--- config.mk ---
export PLATFORM = sky130hd
export DESIGN_NAME = poly_arbiter
export DESIGN_NICKNAME = d
export VERILOG_FILES = /design/src/rtl/poly_arbiter.sv
export SDC_FILE = /design/constraint.sdc
export NUM_CORES = 1
export LEC_CHECK = 0
export BUFFER_PORTS_ARGS = -buffer_cell sky130_fd_sc_hd__buf_2
export CORE_MARGIN = 2
export CORE_UTILIZATION = 35
export DETAILED_ROUTE_END_ITERATION = 16
export PLACE_DENSITY_LB_ADDON = 0.05
export SYNTH_ARGS = -nofsm -noshare
export SYNTH_HDL_FRONTEND = slang
export SYNTH_SLANG_ARGS = --single-unit
--- constraint.sdc ---
create_clock -name clk -period 11.32 [get_ports clk]
set_clock_uncertainty 0.05 [all_clocks]
set_input_delay 2.264 -clock clk [delete_from_list [all_inputs] [get_ports clk]]
set_output_delay 2.264 -clock clk [all_outputs]
set_load 0.01 [all_outputs]
--- src/rtl/poly_arbiter.sv ---
// poly_arbiter: two-requester arbiter computing A*x*x + B*x + C mod 2^WIDTH on one shared multiplier and adder.
// Define POLY_ARB_RR_EN for round-robin on contention; otherwise requester 0 has fixed priority.
module poly_arbiter #(
    parameter int WIDTH = 8
) (
    input  logic             clk,
    input  logic             reset,
    input  logic             req0,
    input  logic             req1,
    input  logic [WIDTH-1:0] a0,
    input  logic [WIDTH-1:0] b0,
    input  logic [WIDTH-1:0] c0,
    input  logic [WIDTH-1:0] x0,
    input  logic [WIDTH-1:0] a1,
    input  logic [WIDTH-1:0] b1,
    input  logic [WIDTH-1:0] c1,
    input  logic [WIDTH-1:0] x1,
    output logic             ack0,
    output logic             ack1,
    output logic             done0,
    output logic             done1,
    output logic [WIDTH-1:0] result0,
    output logic [WIDTH-1:0] result1,
    output logic             busy,
    output logic             grant_id
);
    typedef enum logic [2:0] {IDLE, MUL_AX, MUL_AXX, MUL_BX, ADD1, ADD2, DONE} state_t;

    state_t           state_q, state_d;
    logic [WIDTH-1:0] a_q, b_q, c_q, x_q, t_q, u_q, res0_q, res1_q;
    logic [WIDTH-1:0] a_d, b_d, c_d, x_d, t_d, u_d, res0_d, res1_d;
    logic             gid_q, gid_d, last_q, last_d, win;
    logic [WIDTH-1:0] mul_l, prod, add_r, sum;

`ifdef POLY_ARB_RR_EN
    assign win = (req0 && req1) ? ~last_q : ~req0;
`else
    assign win = ~req0;
`endif

    // Shared datapath: the state selects which operands feed the multiplier and adder.
    assign mul_l = (state_q == MUL_AX) ? a_q : (state_q == MUL_AXX) ? t_q : b_q;
    assign prod  = mul_l * x_q;
    assign add_r = (state_q == ADD1) ? u_q : c_q;
    assign sum   = t_q + add_r;

    always_comb begin
        state_d = state_q;
        a_d     = a_q;
        b_d     = b_q;
        c_d     = c_q;
        x_d     = x_q;
        t_d     = t_q;
        u_d     = u_q;
        res0_d  = res0_q;
        res1_d  = res1_q;
        gid_d   = gid_q;
        last_d  = last_q;
        case (state_q)
            IDLE: if (req0 || req1) begin
                state_d = MUL_AX;
                gid_d   = win;
                last_d  = win;
                a_d     = win ? a1 : a0;
                b_d     = win ? b1 : b0;
                c_d     = win ? c1 : c0;
                x_d     = win ? x1 : x0;
            end
            MUL_AX: begin
                state_d = MUL_AXX;
                t_d     = prod;
            end
            MUL_AXX: begin
                state_d = MUL_BX;
                t_d     = prod;
            end
            MUL_BX: begin
                state_d = ADD1;
                u_d     = prod;
            end
            ADD1: begin
                state_d = ADD2;
                t_d     = sum;
            end
            ADD2: begin
                state_d = DONE;
                res0_d  = gid_q ? res0_q : sum;
                res1_d  = gid_q ? sum : res1_q;
            end
            default: state_d = IDLE;
        endcase
    end

    always_ff @(posedge clk) begin
        if (reset) begin
            state_q <= IDLE;
            a_q     <= '0;
            b_q     <= '0;
            c_q     <= '0;
            x_q     <= '0;
            t_q     <= '0;
            u_q     <= '0;
            res0_q  <= '0;
            res1_q  <= '0;
            gid_q   <= 1'b0;
            last_q  <= 1'b1;
        end else begin
            state_q <= state_d;
            a_q     <= a_d;
            b_q     <= b_d;
            c_q     <= c_d;
            x_q     <= x_d;
            t_q     <= t_d;
            u_q     <= u_d;
            res0_q  <= res0_d;
            res1_q  <= res1_d;
            gid_q   <= gid_d;
            last_q  <= last_d;
        end
    end

    assign ack0     = (state_q == MUL_AX) && !gid_q;
    assign ack1     = (state_q == MUL_AX) && gid_q;
    assign done0    = (state_q == DONE) && !gid_q;
    assign done1    = (state_q == DONE) && gid_q;
    assign busy     = (state_q != IDLE);
    assign grant_id = gid_q;
    assign result0  = res0_q;
    assign result1  = res1_q;
endmodule

; Yosys cells after proc, flatten, opt, wreduce, memory -nomap -nowiden
; Index checks and enable logic that the tools add are counted.
[totals]
input_bits = 68
out_inout_bits = 22
reg_bits = 68
wordCells = 44
[op_classes]
n_reduce_logical = 13
multipliers = 1
bitwise_logic = 2
n_addsub = 1
eq_ne = 7
muxes = 10
[op_table]
columns = cell, n
row1 = 8-bit two-way mux, 7
row2 = 3-bit case mux with 6 select lines, 1
row3 = 8-bit case mux with 2 select lines, 1
row4 = 3-bit == test (second input constant), 3
row5 = 8-bit adder, 1
row6 = 8-bit by 8-bit multiplier with 8-bit output, 1
row7 = 3-bit by 2-bit == test with 1-bit output (second input constant), 2
row8 = 2-bit AND reduction, 3
row9 = 1-bit logical AND, 4
row10 = 3-bit by 1-bit == test with 1-bit output (second input constant), 1
row11 = 3-bit logical NOT, 1
row12 = 3-bit two-way mux, 1
row13 = 3-bit nonzero test, 1
row14 = 2-bit != test (second input constant), 1
row15 = 1-bit inverter, 2
row16 = 2-bit nonzero test, 1
row17 = 2-bit OR reduction, 1
row18 = 1-bit logical NOT, 1
row19 = 1-bit logical OR, 1

; Logic depth before layout (Yosys ltp)
; Gate-level depths: netlist (run 1).
[depth]
depth_word = 5
depth_mapped = 22
depth_no_buf = 19

; Worst setup path after synthesis (run 1)
; OpenSTA, ideal clock, no wires.
[synth_path]
path_type = register to register
from = register state_q[0]
to = register t_q[7]
stages_incl_launch_ff = 22
setup_ns = 0.058
n_path_buf = 3
t_required_ns = 11.212
t_arrival_ns = 4.779
synth_period_minus_slack_ns = 4.887
setup_slack_ns = 6.433
path_cell_list = dfxtp_1 > buf_4 > and2b_4 > buf_6 > o21ai_2 > clkbuf_1 > a21o_1 > nand2_1 > fa_1 > inv_1 > fa_1 > ha_1 > inv_1 > fa_1 > inv_1 > ha_1 > a21o_1 > a21oi_1 > xor3_2 > xnor3_1 > a21oi_1 > o21ba_1
[synth_via]
elab_chain_cells = 5
word_cells_on_any_way = 11
classes_between = add/sub (1) / mul (1) / eq/ne (3) / mux (4) / reduce/logical (2)
[synth_rtl]
columns = element, line_no
row1 = start: declaration, 29  ; state_t state_q, state_d;
row2 = start signal: assignment, 108  ; state_q <= state_d;
row3 = 3-bit by 2-bit == test with 1-bit output, "42, 59"
row4 = 8-bit two-way mux (2 in a row), 42  ; assign mul_l = (state_q == MUL_AX) ? a_q : (state_q == MUL_AXX) ? t_q : b_q;
row5 = 8-bit by 8-bit multiplier with 8-bit output, 43  ; assign prod = mul_l * x_q;
row6 = 8-bit case mux with 2 select lines, 59  ; case (state_q)
row7 = end signal: assignment, 113  ; t_q <= t_d;
row8 = end: declaration, 30  ; logic [WIDTH-1:0] a_q, b_q, c_q, x_q, t_q, u_q, res0_q, res1_q;
; Parallel ways exist; a longest one is shown, timed or not.
; A chain may end at the register's enable or synchronous reset.

; Worst setup path in the final report (run 1)
[layout_path]
from = register state_q[2]
to = register t_q[7]
; Same word-level chain as after synthesis.

==> key figures, run 1 <==
Timing
  • Setup-violating endpoint count in the final report: 0
  • Worst relative slew slack: 0.343
  • Setup repair after global routing missed its margin: false
  • Transition at the pin with the smallest max-transition slack: 980 ps
  • Setup TNS Final: 0 ps
  • Count of endpoints failing hold in the final timing report: 0
  • Highest Clock Rate: 0.179 GHz
  • Final period utilization: 0.494
  • Time the worst path needs with I/O delays and setup: 5590 ps
  • Fin. max-slew vios: 0

Pwr
  • PD cells: 146 nW/um^2
  • P_leak: 2.39 nW
  • Maximum ir drop on the vdd rail: 79.0 uV

Floorplanning
  • Die Span Y: 115 um
  • Count of standard-cell rows: 40
  • Die ar.: 13300 sq um
  • Effective utilization at floorplan: 0.359
  • Core Area: 12100 sq um
  • IO Count: 90
  • DIE WIDTH: 115 um

Place
  • Input/output buffers: 89
  • Final weighted congestion in routability-driven placement: 0.826
  • Hpwl dp: 8850 um

Worst setup path
  • Cells along the critical path: inv_2 > o21ai_2 > a22o_1 > nand2_1 > fa_1 > fa_1 > inv_1 > fa_1 > inv_1 > fa_1 > inv_1 > ha_1 > a21oi_1 > xor3_2 > xnor3_1 > a21oi_1 > o21ba_1
  • Arrival time worst endpoint: 5810 ps
  • Startpoint kind of the worst setup timing path: flip-flop
  • FF-to-FF path depth: 17
  • Max FO, Critical Path: 25
  • Endpoint of the worst register-to-register path: t_q[7]
  • Type of destination of the critical path: flip-flop
  • Largest stage delay on the critical path: 870 ps
  • Slack of the worst reg-to-reg path: 5730 ps
  • Cell occurring most often along the worst timing path: sky130_fd_sc_hd__fa_1
  • Critical R2R Launch: state_q[2]
  • Master of the slowest instance on the critical path: sky130_fd_sc_hd__dfxtp_1
  • Critical path data required time: 11550 ps
  • Classification of the worst setup path: flip-flop to flip-flop

Detailed routing
  • DRC Markers: 0
  • Total length of routed wires: 11500 um
  • Via density per instance: 4.95
  • Routed via count: 3672
  • DR pass1 iterations: 4
  • Routed wire length per instance: 15.5 um
  • First-iteration detailed-routing DRC count: 218
  • Number of antenna-violating nets in the routed design: 0

Global route
  • Antenna violations before repair: 0
  • Overflow left after global routing: 0
  • GRT Overall Usage: 0.181
  • Global-route wire length before repair: 18300 um
  • Maximum number of pins on one net before global-route repair: 69
  • Via count of the first global-routing pass: 3484

Cells and area
  • Signed area change from the synthesized netlist to the final layout: 19.3%
  • Area used by multi-input combinational logic: 2720 sq um
  • Net total in the final layout: 674
  • Number of filler instances in the final layout: 1209
  • Sequential cell area: 1360 sq um
  • Final cell utilization of the core: 0.429
  • Fraction of final layout cells sized beyond drive strength 1: 0.216
  • Antenna cells: 0

Yosys
  • Cell types occupying the most area after synthesis: sky130_fd_sc_hd__dfxtp_1, sky130_fd_sc_hd__mux2i_1, sky130_fd_sc_hd__a211oi_1
  • Seq cells post-synth: 68
  • Syn Std Cell Area: 4330 sq um
  • Top FF cell, synth: sky130_fd_sc_hd__dfxtp_1
  • Mean post-synth cell area: 8.67 sq um
  • Most instantiated library cell after synthesis: sky130_fd_sc_hd__dfxtp_1
  • Share of flip-flops with an asynchronous set or reset after synthesis: 0
  • Dominant cell type by area after synthesis: sky130_fd_sc_hd__dfxtp_1
  • Seq/Total Area, Yosys: 0.314
  • Fraction of synthesized cell area taken by the top area cell type: 0.314
  • Number of flops mapped to enable cells by yosys: 0
  • Net count of the mapped netlist: 604
  • Synthesis warning total: 0
  • Cells after synthesis: 500
  • Synth top cells by count: sky130_fd_sc_hd__dfxtp_1, sky130_fd_sc_hd__nor2_1, sky130_fd_sc_hd__nand2_1
  • Number of different library cells in the post-synthesis netlist: 53

Clocking
  • Max clock buf depth: 2
  • Number of CTS-inserted buffers: 9
  • H-tree levels: 3
  • Clock sink total: 68
  • Total setup buffers inserted after CTS: 0
  • CTS tree: yes
  • CTS Root Buffer Type: sky130_fd_sc_hd__clkbuf_16
  • Clock Latency Late Sink: 330 ps
  • Clk slew on worst S/H paths: 50 ps
  • Hold buffer count at cts: 0
  • Number of resized instances in the post-cts repair step: 0

Hold path
  • Startpoint of the most critical hold path: result1[6]
  • Worst Hold Path EP: result1[6]
  • Kind of path behind the tightest hold check: flip-flop to flip-flop
  • Number of cells traversed by the worst hold path: 2

Outcome
  • Result of the run: finished clean

Run
  • Max-capacitance violation count: 0
## layer usage
layer,share of wire,vias to the layer above,track usage
met1,0.48,1684,0.252
met3,0.054,11,0.0332
met5,0,-,0
met4,0.015,0,0.0538
met2,0.45,91,0.287
li1,-,1886,-
## power by group
part | total [mW] | switching [mW] | internal, mW
Combinational | 0.189 | 0.108 | 0.0817
Sequential | 0.291 | 0.0295 | 0.262
Clock | 0.276 | 0.102 | 0.175
## worst max-delay path, delay by kind of cell (launching register included)
kind / cells / cell delay (ps)
buffers and inverters: 4 / 370
adders and majority gates: 5 / 2340
and+or+nand+nor: 1 / 110
AOI/OAI and AO/OA: 5 / 1160
DFF: 1 / 870
xor gates and xnor gates: 2 / 640
## cell families (layout without fill, tap and decap cells)
logic type / after synthesis / count (layout) / synth area share
and+or+nand+nor: 160 / 160 / 0.166
AOI/OAI and AO/OA: 107 / 107 / 0.178
buffers and inverters: 65 / 139 / 0.0606
xor gates and xnor gates: 18 / 18 / 0.0465
adders and majority gates: 36 / 36 / 0.126
DFF: 68 / 68 / 0.314
muxes: 46 / 46 / 0.108
## state kept, by name, indices dropped and copies added, names as in the netlist, 3 cells and up
register	count
a_q	8
b_q	8
c_q	8
result0	8
result1	8
state_q	3
t_q	8
u_q	8
x_q	8
## through the flow
stage | cells | hold slack (ps) | cell area [sq um] | total power [mW] | setup slack, ps
detailed placement | 727 | 394 | 4880 | 0.487 | 5770
finish | 742 | 400 | 5170 | 0.757 | 5730
global placement | 727 | 390 | 4880 | 0.485 | 5920
CTS | 742 | 402 | 5170 | 0.765 | 5770
global route | 742 | 421 | 5170 | 0.802 | 5380
floorplan | 500 | 384 | 4330 | 0.426 | 6430
## worst max path at each step
stage / startpoint / end / depth (start not counted)
2_1_floorplan: state_q[0] / t_q[7] / 21
3_3_place_gp: state_q[2] / t_q[7] / 17
3_5_place_dp: state_q[2] / u_q[7] / 16
4_1_cts: state_q[2] / t_q[7] / 17
5_1_grt: state_q[2] / u_q[7] / 16
6_report: state_q[2] / t_q[7] / 17
## cells in the final DEF (no fill, tap or decap), drive strengths merged, types with 6 or more instances in the layout
cell type,count
nand2,56
ha,23
a21o,6
a311oi,6
fa,13
mux2i,39
a211oi,40
dfxtp,68
nor2,59
and2,18
buf,92
mux2,7
o21ai,6
clkbuf,11
inv,32
a21oi,27
xnor2,11
## layout make-up
| class | instances | share of cell area |
|---|---|---|
| Multi-Input combinational cell | 367 | 0.526 |
| Sequential cell | 68 | 0.263 |
| Timing Repair Buffer | 92 | 0.0905 |
| Clock buffer | 11 | 0.0470 |
| Tap cell | 168 | 0.0407 |
| Inverter | 32 | 0.0232 |
| Clock inverter | 4 | 0.00968 |
(Power assumes the default switching activity.)
==> run 2: changes to the inputs <==
==> constraint.sdc (replaced) <==
create_clock -name clk -period 5.3 [get_ports clk]
set_clock_uncertainty 0.05 [all_clocks]
set_input_delay 1.06 -clock clk [delete_from_list [all_inputs] [get_ports clk]]
set_output_delay 1.06 -clock clk [all_outputs]
set_load 0.01 [all_outputs]
==> run 2 against run 1 <==
Effect of this change: setup slack got worse by 5500 ps; sequential power rose by 110%; non-clock buffer count rose by 6; critical endpoint is now u_q[7]; total power rose by 120%; core utilization rose by 0.81 points; global-route usage rose by 0.43 points; largest power group is now the clock network; fmax rose by 11%.
==> key figures, run 2 (same netlist as run 1, synthesis figures left out) <==
Global route
  • Overflow left after global routing: 0 (unchanged)
  • Global-route wire length before repair: 18600 um (was 18300 um)
  • Via count of the first global-routing pass: 3493 (was 3484)
  • Maximum number of pins on one net before global-route repair: 69 (unchanged)
  • GRT Overall Usage: 0.185 (was 0.181)
  • Antenna violations before repair: 0 (unchanged)

Timing
  • Highest Clock Rate: 0.199 GHz (was 0.179 GHz)
  • Fin. max-slew vios: 0 (unchanged)
  • Time the worst path needs with I/O delays and setup: 5020 ps (was 5590 ps)
  • Worst Slack Setup Final: 279 ps (was 5730 ps)
  • Setup-violating endpoint count in the final report: 0 (unchanged)
  • Transition at the pin with the smallest max-transition slack: 977 ps (was 980 ps)
  • Setup TNS Final: 0 ps (unchanged)
  • Setup repair after global routing missed its margin: false (unchanged)
  • Worst relative slew slack: 0.345 (was 0.343)
  • Final period utilization: 0.947 (was 0.494)
  • Count of endpoints failing hold in the final timing report: 0 (unchanged)

Clocking
  • H-tree levels: 3 (unchanged)
  • CTS tree: yes (unchanged)
  • Number of CTS-inserted buffers: 9 (unchanged)
  • Total setup buffers inserted after CTS: 0 (unchanged)
  • CTS Root Buffer Type: sky130_fd_sc_hd__clkbuf_16 (unchanged)
  • Max clock buf depth: 2 (unchanged)
  • Clock Latency Late Sink: 330 ps (about the same)
  • Clk slew on worst S/H paths: 60 ps (was 50 ps)
  • Clock sink total: 68 (unchanged)

Pwr
  • P_leak: 2.44 nW (was 2.39 nW)
  • Maximum ir drop on the vdd rail: 171 uV (was 79.0 uV)
  • PD cells: 323 nW/um^2 (was 146 nW/um^2)

Place
  • Input/output buffers: 89 (unchanged)
  • Placement Cell Area: 4920 sq um (was 4880 sq um)
  • Post-placement worst setup slack: 188 ps (was 5770 ps)
  • Placed Cells: 733 (was 727)
  • Hpwl dp: 8960 um (was 8850 um)
  • Final weighted congestion in routability-driven placement: 0.861 (was 0.826)

Worst setup path
  • Startpoint kind of the worst setup timing path: flip-flop (unchanged)
  • Launch point of the critical path: state_q[0] (was state_q[2])
  • Arrival time worst endpoint: 5210 ps (was 5810 ps)
  • Critical R2R Launch: state_q[0] (was state_q[2])
  • Type of destination of the critical path: flip-flop (unchanged)
  • Critical path data required time: 5490 ps (was 11550 ps)
  • Slack of the worst reg-to-reg path: 280 ps (was 5730 ps)
  • Classification of the worst setup path: flip-flop to flip-flop (unchanged)
  • Max FO, Critical Path: 11 (was 25)

Cells and area
  • Net total in the final layout: 680 (was 674)
  • Antenna cells: 0 (unchanged)
  • Number of filler instances in the final layout: 1213 (was 1209)
  • Leading cell types in the layout, fill and taps excluded: sky130_fd_sc_hd__buf_2, sky130_fd_sc_hd__dfxtp_1, sky130_fd_sc_hd__nor2_1 (unchanged)
  • Area used by multi-input combinational logic: 2720 sq um (about the same)
  • Fraction of final layout cells sized beyond drive strength 1: 0.229 (was 0.216)
  • Most common cell after layout, fill and taps aside: sky130_fd_sc_hd__buf_2 (unchanged)
  • Sequential cell area: 1360 sq um (about the same)
  • Signed area change from the synthesized netlist to the final layout: 21.5% (was 19.3%)
  • Non-Filler Cell Area, Final: 5270 sq um (was 5170 sq um)
  • Number of standard cells in the final layout excluding fillers: 749 (was 742)

Detailed routing
  • DR pass1 iterations: 4 (unchanged)
  • First-iteration detailed-routing DRC count: 169 (was 218)
  • Routed wire length per instance: 15.4 um (was 15.5 um)
  • Top routing layer used: met4 (unchanged)
  • Number of antenna-violating nets in the routed design: 0 (unchanged)
  • DRC Markers: 0 (unchanged)
  • Via density per instance: 4.93 (was 4.95)
  • Total length of routed wires: 11500 um (about the same)
  • Routed via count: 3696 (was 3672)
  • Detail Route met3 WL: 522 um (was 626 um)
  • Wire length on met2: 5270 um (was 5190 um)
  • Metal-1 WL: 5610 um (was 5530 um)

Floorplanning
  • Core Area: 12100 sq um (unchanged)
  • Die Span Y: 115 um (unchanged)
  • Count of standard-cell rows: 40 (unchanged)
  • Die ar.: 13300 sq um (unchanged)
  • DIE WIDTH: 115 um (unchanged)
  • Effective utilization at floorplan: 0.359 (unchanged)
  • IO Count: 90 (unchanged)

Outcome
  • Result of the run: finished clean (unchanged)

Run
  • Max-capacitance violation count: 0 (unchanged)

Hold path
  • Startpoint of the most critical hold path: result1[1] (was result1[6])
  • Kind of path behind the tightest hold check: flip-flop to flip-flop (unchanged)
[run 2: path summary, 6_finish.rpt]
| kind | to | cells after the start |
|---|---|---|
| min reg2reg | result1[1] | 2 |
| min | result1[1] | 2 |
| max | u_q[7] | 16 |
| max reg2reg | u_q[7] | 16 |
[run 2: repair_timing]
action,4_1_cts,5_1_grt
gates resized for setup,0,2
endpoints found under the setup margin,0,2
endpoints found under the hold margin,0,0
hold buffers,0,0
[run 2: per-stage QoR]
| stage | utilization | hold WS, ps | total power, mW |
|---|---|---|---|
| 4_1_cts | 0.436 | 401 | 1.73 |
| 5_1_grt | 0.437 | 421 | 1.80 |
| 2_1_floorplan | - | 384 | 0.910 |
| 6_report | 0.437 | 398 | 1.70 |
| 3_3_place_gp | 0.408 | 390 | 1.04 |
| 3_5_place_dp | 0.408 | 393 | 1.05 |
[run 2: power breakdown]
group | leakage [nW] | internal [mW] | switching [mW]
logic | 1.72 | 0.179 | 0.232
clock network | 0.162 | 0.450 | 0.219
registers | 0.558 | 0.559 | 0.0604
total | 2.44 | 1.19 | 0.510
[run 2: area by class of cell]
type	count	share of cell area
repair buffers	98	0.0974
flip-flops and latches	68	0.259
clock buffers	13	0.0513
well taps	168	0.0399
inverters	32	0.0228
clock inverters	3	0.0128
multi-input cells	367	0.517
[run 2: critical path, cell delays in order, from the launching register on]
cell and delay, ps:
sky130_fd_sc_hd__dfxtp_1 480, sky130_fd_sc_hd__and2b_1 280, sky130_fd_sc_hd__o21ai_2 230, sky130_fd_sc_hd__a22o_1 270
sky130_fd_sc_hd__nand2_1 100, sky130_fd_sc_hd__fa_1 460, sky130_fd_sc_hd__fa_1 550, sky130_fd_sc_hd__inv_1 50
sky130_fd_sc_hd__fa_1 470, sky130_fd_sc_hd__inv_1 50, sky130_fd_sc_hd__fa_1 530, sky130_fd_sc_hd__inv_1 40
sky130_fd_sc_hd__ha_1 310, sky130_fd_sc_hd__a21oi_1 160, sky130_fd_sc_hd__xor3_2 280, sky130_fd_sc_hd__xnor3_1 360
sky130_fd_sc_hd__a211oi_1 250
[run 2: routing by layer]
layer	vias up	track usage
met4	0	0.0506
met3	4	0.0395
met1	1705	0.259
li1	1897	-
met2	90	0.291
met5	-	0
==> run 3: changes to the inputs <==
--- a/config.mk
+++ b/config.mk
@@ -9,6 +9,7 @@
 export CORE_MARGIN = 2
 export CORE_UTILIZATION = 35
 export DETAILED_ROUTE_END_ITERATION = 16
+export MAX_ROUTING_LAYER = met4
 export PLACE_DENSITY_LB_ADDON = 0.05
 export SYNTH_ARGS = -nofsm -noshare
 export SYNTH_HDL_FRONTEND = slang
==> run 3 against run 2 <==
Effect of this change: fmax decreased by 0.81%; clock power is 7.2% lower; design area down 0.71%; global-route usage down 0.072 points; clock-buffer cell count shrank 4; die area is the same; routed wire length fell by 0.80%; critical path depth rose by 1; sequential power hardly changed; setup slack worse by 41 ps; highest routed layer unchanged.
==> key figures, run 3 (same netlist as run 1, synthesis figures left out) <==
Detailed routing
  • Total length of routed wires: 11400 um (was 11500 um)
  • Via density per instance: 4.90 (was 4.93)
  • Number of antenna-violating nets in the routed design: 0 (unchanged)
  • Routed via count: 3671 (was 3696)
  • DR pass1 iterations: 5 (was 4)
  • Routed wire length per instance: 15.2 um (was 15.4 um)
  • DRC Markers: 0 (unchanged)
  • First-iteration detailed-routing DRC count: 227 (was 169)

Global route
  • GRT Overall Usage: 0.185 (about the same)
  • Maximum number of pins on one net before global-route repair: 69 (unchanged)
  • Global-route wire length before repair: 18000 um (was 18600 um)
  • Overflow left after global routing: 0 (unchanged)
  • Antenna violations before repair: 0 (unchanged)
  • Via count of the first global-routing pass: 3462 (was 3493)

Worst setup path
  • FF-to-FF path depth: 17 (was 16)
  • Type of destination of the critical path: flip-flop (unchanged)
  • Classification of the worst setup path: flip-flop to flip-flop (unchanged)
  • Endpoint of the worst register-to-register path: t_q[7] (was u_q[7])
  • Slack of the worst reg-to-reg path: 240 ps (was 280 ps)
  • Critical path data required time: 5530 ps (was 5490 ps)
  • Max FO, Critical Path: 13 (was 11)
  • Arrival time worst endpoint: 5300 ps (was 5210 ps)
  • Critical Path Sink: t_q[7] (was u_q[7])
  • Critical R2R Launch: state_q[1] (was state_q[0])
  • Launch point of the critical path: state_q[1] (was state_q[0])
  • Startpoint kind of the worst setup timing path: flip-flop (unchanged)

Clocking
  • Number of CTS-inserted buffers: 9 (unchanged)
  • CTS Root Buffer Type: sky130_fd_sc_hd__clkbuf_16 (unchanged)
  • Max clock buf depth: 2 (unchanged)
  • Hold buffer count at cts: 0 (unchanged)
  • H-tree levels: 3 (unchanged)
  • Clock Latency Late Sink: 340 ps (was 330 ps)
  • Clock sink total: 68 (unchanged)
  • Total setup buffers inserted after CTS: 0 (unchanged)
  • Clk slew on worst S/H paths: 60 ps (about the same)
  • Number of resized instances in the post-cts repair step: 0 (unchanged)
  • CTS tree: yes (unchanged)

Timing
  • Worst relative slew slack: 0.366 (was 0.345)
  • Fin. max-slew vios: 0 (unchanged)
  • Highest Clock Rate: 0.198 GHz (was 0.199 GHz)
  • Transition at the pin with the smallest max-transition slack: 945 ps (was 977 ps)
  • Final period utilization: 0.955 (was 0.947)
  • Time the worst path needs with I/O delays and setup: 5060 ps (was 5020 ps)
  • Setup repair after global routing missed its margin: false (unchanged)
  • Count of endpoints failing hold in the final timing report: 0 (unchanged)
  • Setup-violating endpoint count in the final report: 0 (unchanged)
  • Setup TNS Final: 0 ps (unchanged)

Floorplanning
  • IO Count: 90 (unchanged)
  • Die ar.: 13300 sq um (unchanged)
  • Die Span Y: 115 um (unchanged)
  • Core Area: 12100 sq um (unchanged)
  • Effective utilization at floorplan: 0.359 (unchanged)
  • DIE WIDTH: 115 um (unchanged)
  • Count of standard-cell rows: 40 (unchanged)

Pwr
  • Seq pwr share: 0.376 (was 0.365)
  • P_leak: 2.42 nW (was 2.44 nW)
  • Total power of the final layout: 1.65 mW (was 1.70 mW)
  • PD cells: 315 nW/um^2 (was 323 nW/um^2)
  • Gate power share: 0.247 (was 0.242)
  • Cell internal power dissipation: 1.11 mW (was 1.19 mW)
  • Switching part of the total power: 0.328 (was 0.300)
  • Maximum ir drop on the vdd rail: 142 uV (was 171 uV)
  • Net switching power figure: 0.541 mW (was 0.510 mW)
  • Clock Power Share: 0.377 (was 0.394)

Cells and area
  • Signed area change from the synthesized netlist to the final layout: 20.7% (was 21.5%)
  • Leading cell types in the layout, fill and taps excluded: sky130_fd_sc_hd__buf_2, sky130_fd_sc_hd__dfxtp_1, sky130_fd_sc_hd__nor2_1 (unchanged)
  • Final cell utilization of the core: 0.434 (was 0.437)
  • Most common cell after layout, fill and taps aside: sky130_fd_sc_hd__buf_2 (unchanged)
  • Net total in the final layout: 680 (unchanged)
  • Fraction of final layout cells sized beyond drive strength 1: 0.227 (was 0.229)
  • Antenna cells: 0 (unchanged)
  • Number of filler instances in the final layout: 1214 (was 1213)

Run
  • Max-capacitance violation count: 0 (unchanged)

Place
  • Input/output buffers: 89 (unchanged)
  • Final weighted congestion in routability-driven placement: 0.879 (was 0.861)
  • Hpwl dp: 8920 um (was 8960 um)

Hold path
  • Kind of path behind the tightest hold check: flip-flop to flip-flop (unchanged)

Outcome
  • Result of the run: finished clean (unchanged)
[run 3: power by group through the flow]
stage,logic (mW),registers (mW),clock network [mW]
5_1_grt,0.465,0.627,0.657
3_3_place_gp,0.411,0.631,0
2_1_floorplan,0.314,0.595,0
4_1_cts,0.417,0.620,0.637
6_report,0.408,0.620,0.621
3_5_place_dp,0.415,0.631,0
[run 3: worst min-delay path by stage]
stage	slack, ps	cells after the start	endpoint	startpoint
detailed placement	390	2	result1[1]	result1[1]
global route	420	2	result1[1]	result1[1]
CTS	400	2	result1[1]	result1[1]
floorplan	380	2	u_q[0]	u_q[0]
global placement	390	2	u_q[2]	u_q[2]
finish	400	2	result1[1]	result1[1]
[run 3: area by class of cell]
type	instances	area (sq um)	area share
clock inverters	7	82.6	0.0158
clock buffers	9	225	0.0431
inverters	32	120	0.0230
repair buffers	98	513	0.0981
flip-flops and latches	68	1360	0.260
well taps	168	210	0.0402
multi-input cells	367	2720	0.520
[run 3: per-layer routing]
metal  vias up  routed length (um)  track usage
met5         -                   0            -
met4         0                 193       0.0635
met3        15                 515       0.0306
met2        99                5060        0.281
met1      1668                5650        0.248
li1       1889                   -            -
[run 3: through the flow]
step / hold WS (ps) / worst slack, ps / cell area [sq um] / std cells
floorplan: 384 / 413 / 4330 / 500
global placement: 391 / 346 / 4920 / 733
detailed placement: 393 / 200 / 4920 / 733
CTS: 402 / 225 / 5230 / 749
global route: 422 / 19.8 / 5230 / 749
finish: 398 / 238 / 5230 / 749
[run 3: worst max-delay path, cell delays in order (launching register included)]
cell and delay [ps]:
sky130_fd_sc_hd__dfxtp_1 510, sky130_fd_sc_hd__and2b_4 290, sky130_fd_sc_hd__o21ai_2 230, sky130_fd_sc_hd__o2bb2ai_1 280
sky130_fd_sc_hd__nand2_1 140, sky130_fd_sc_hd__fa_1 440, sky130_fd_sc_hd__fa_1 540, sky130_fd_sc_hd__inv_1 50
sky130_fd_sc_hd__fa_1 470, sky130_fd_sc_hd__inv_1 50, sky130_fd_sc_hd__fa_1 520, sky130_fd_sc_hd__inv_1 40
sky130_fd_sc_hd__ha_1 310, sky130_fd_sc_hd__a21oi_1 170, sky130_fd_sc_hd__xor3_2 280, sky130_fd_sc_hd__xnor3_1 360
sky130_fd_sc_hd__a21oi_1 160, sky130_fd_sc_hd__o21ba_1 120
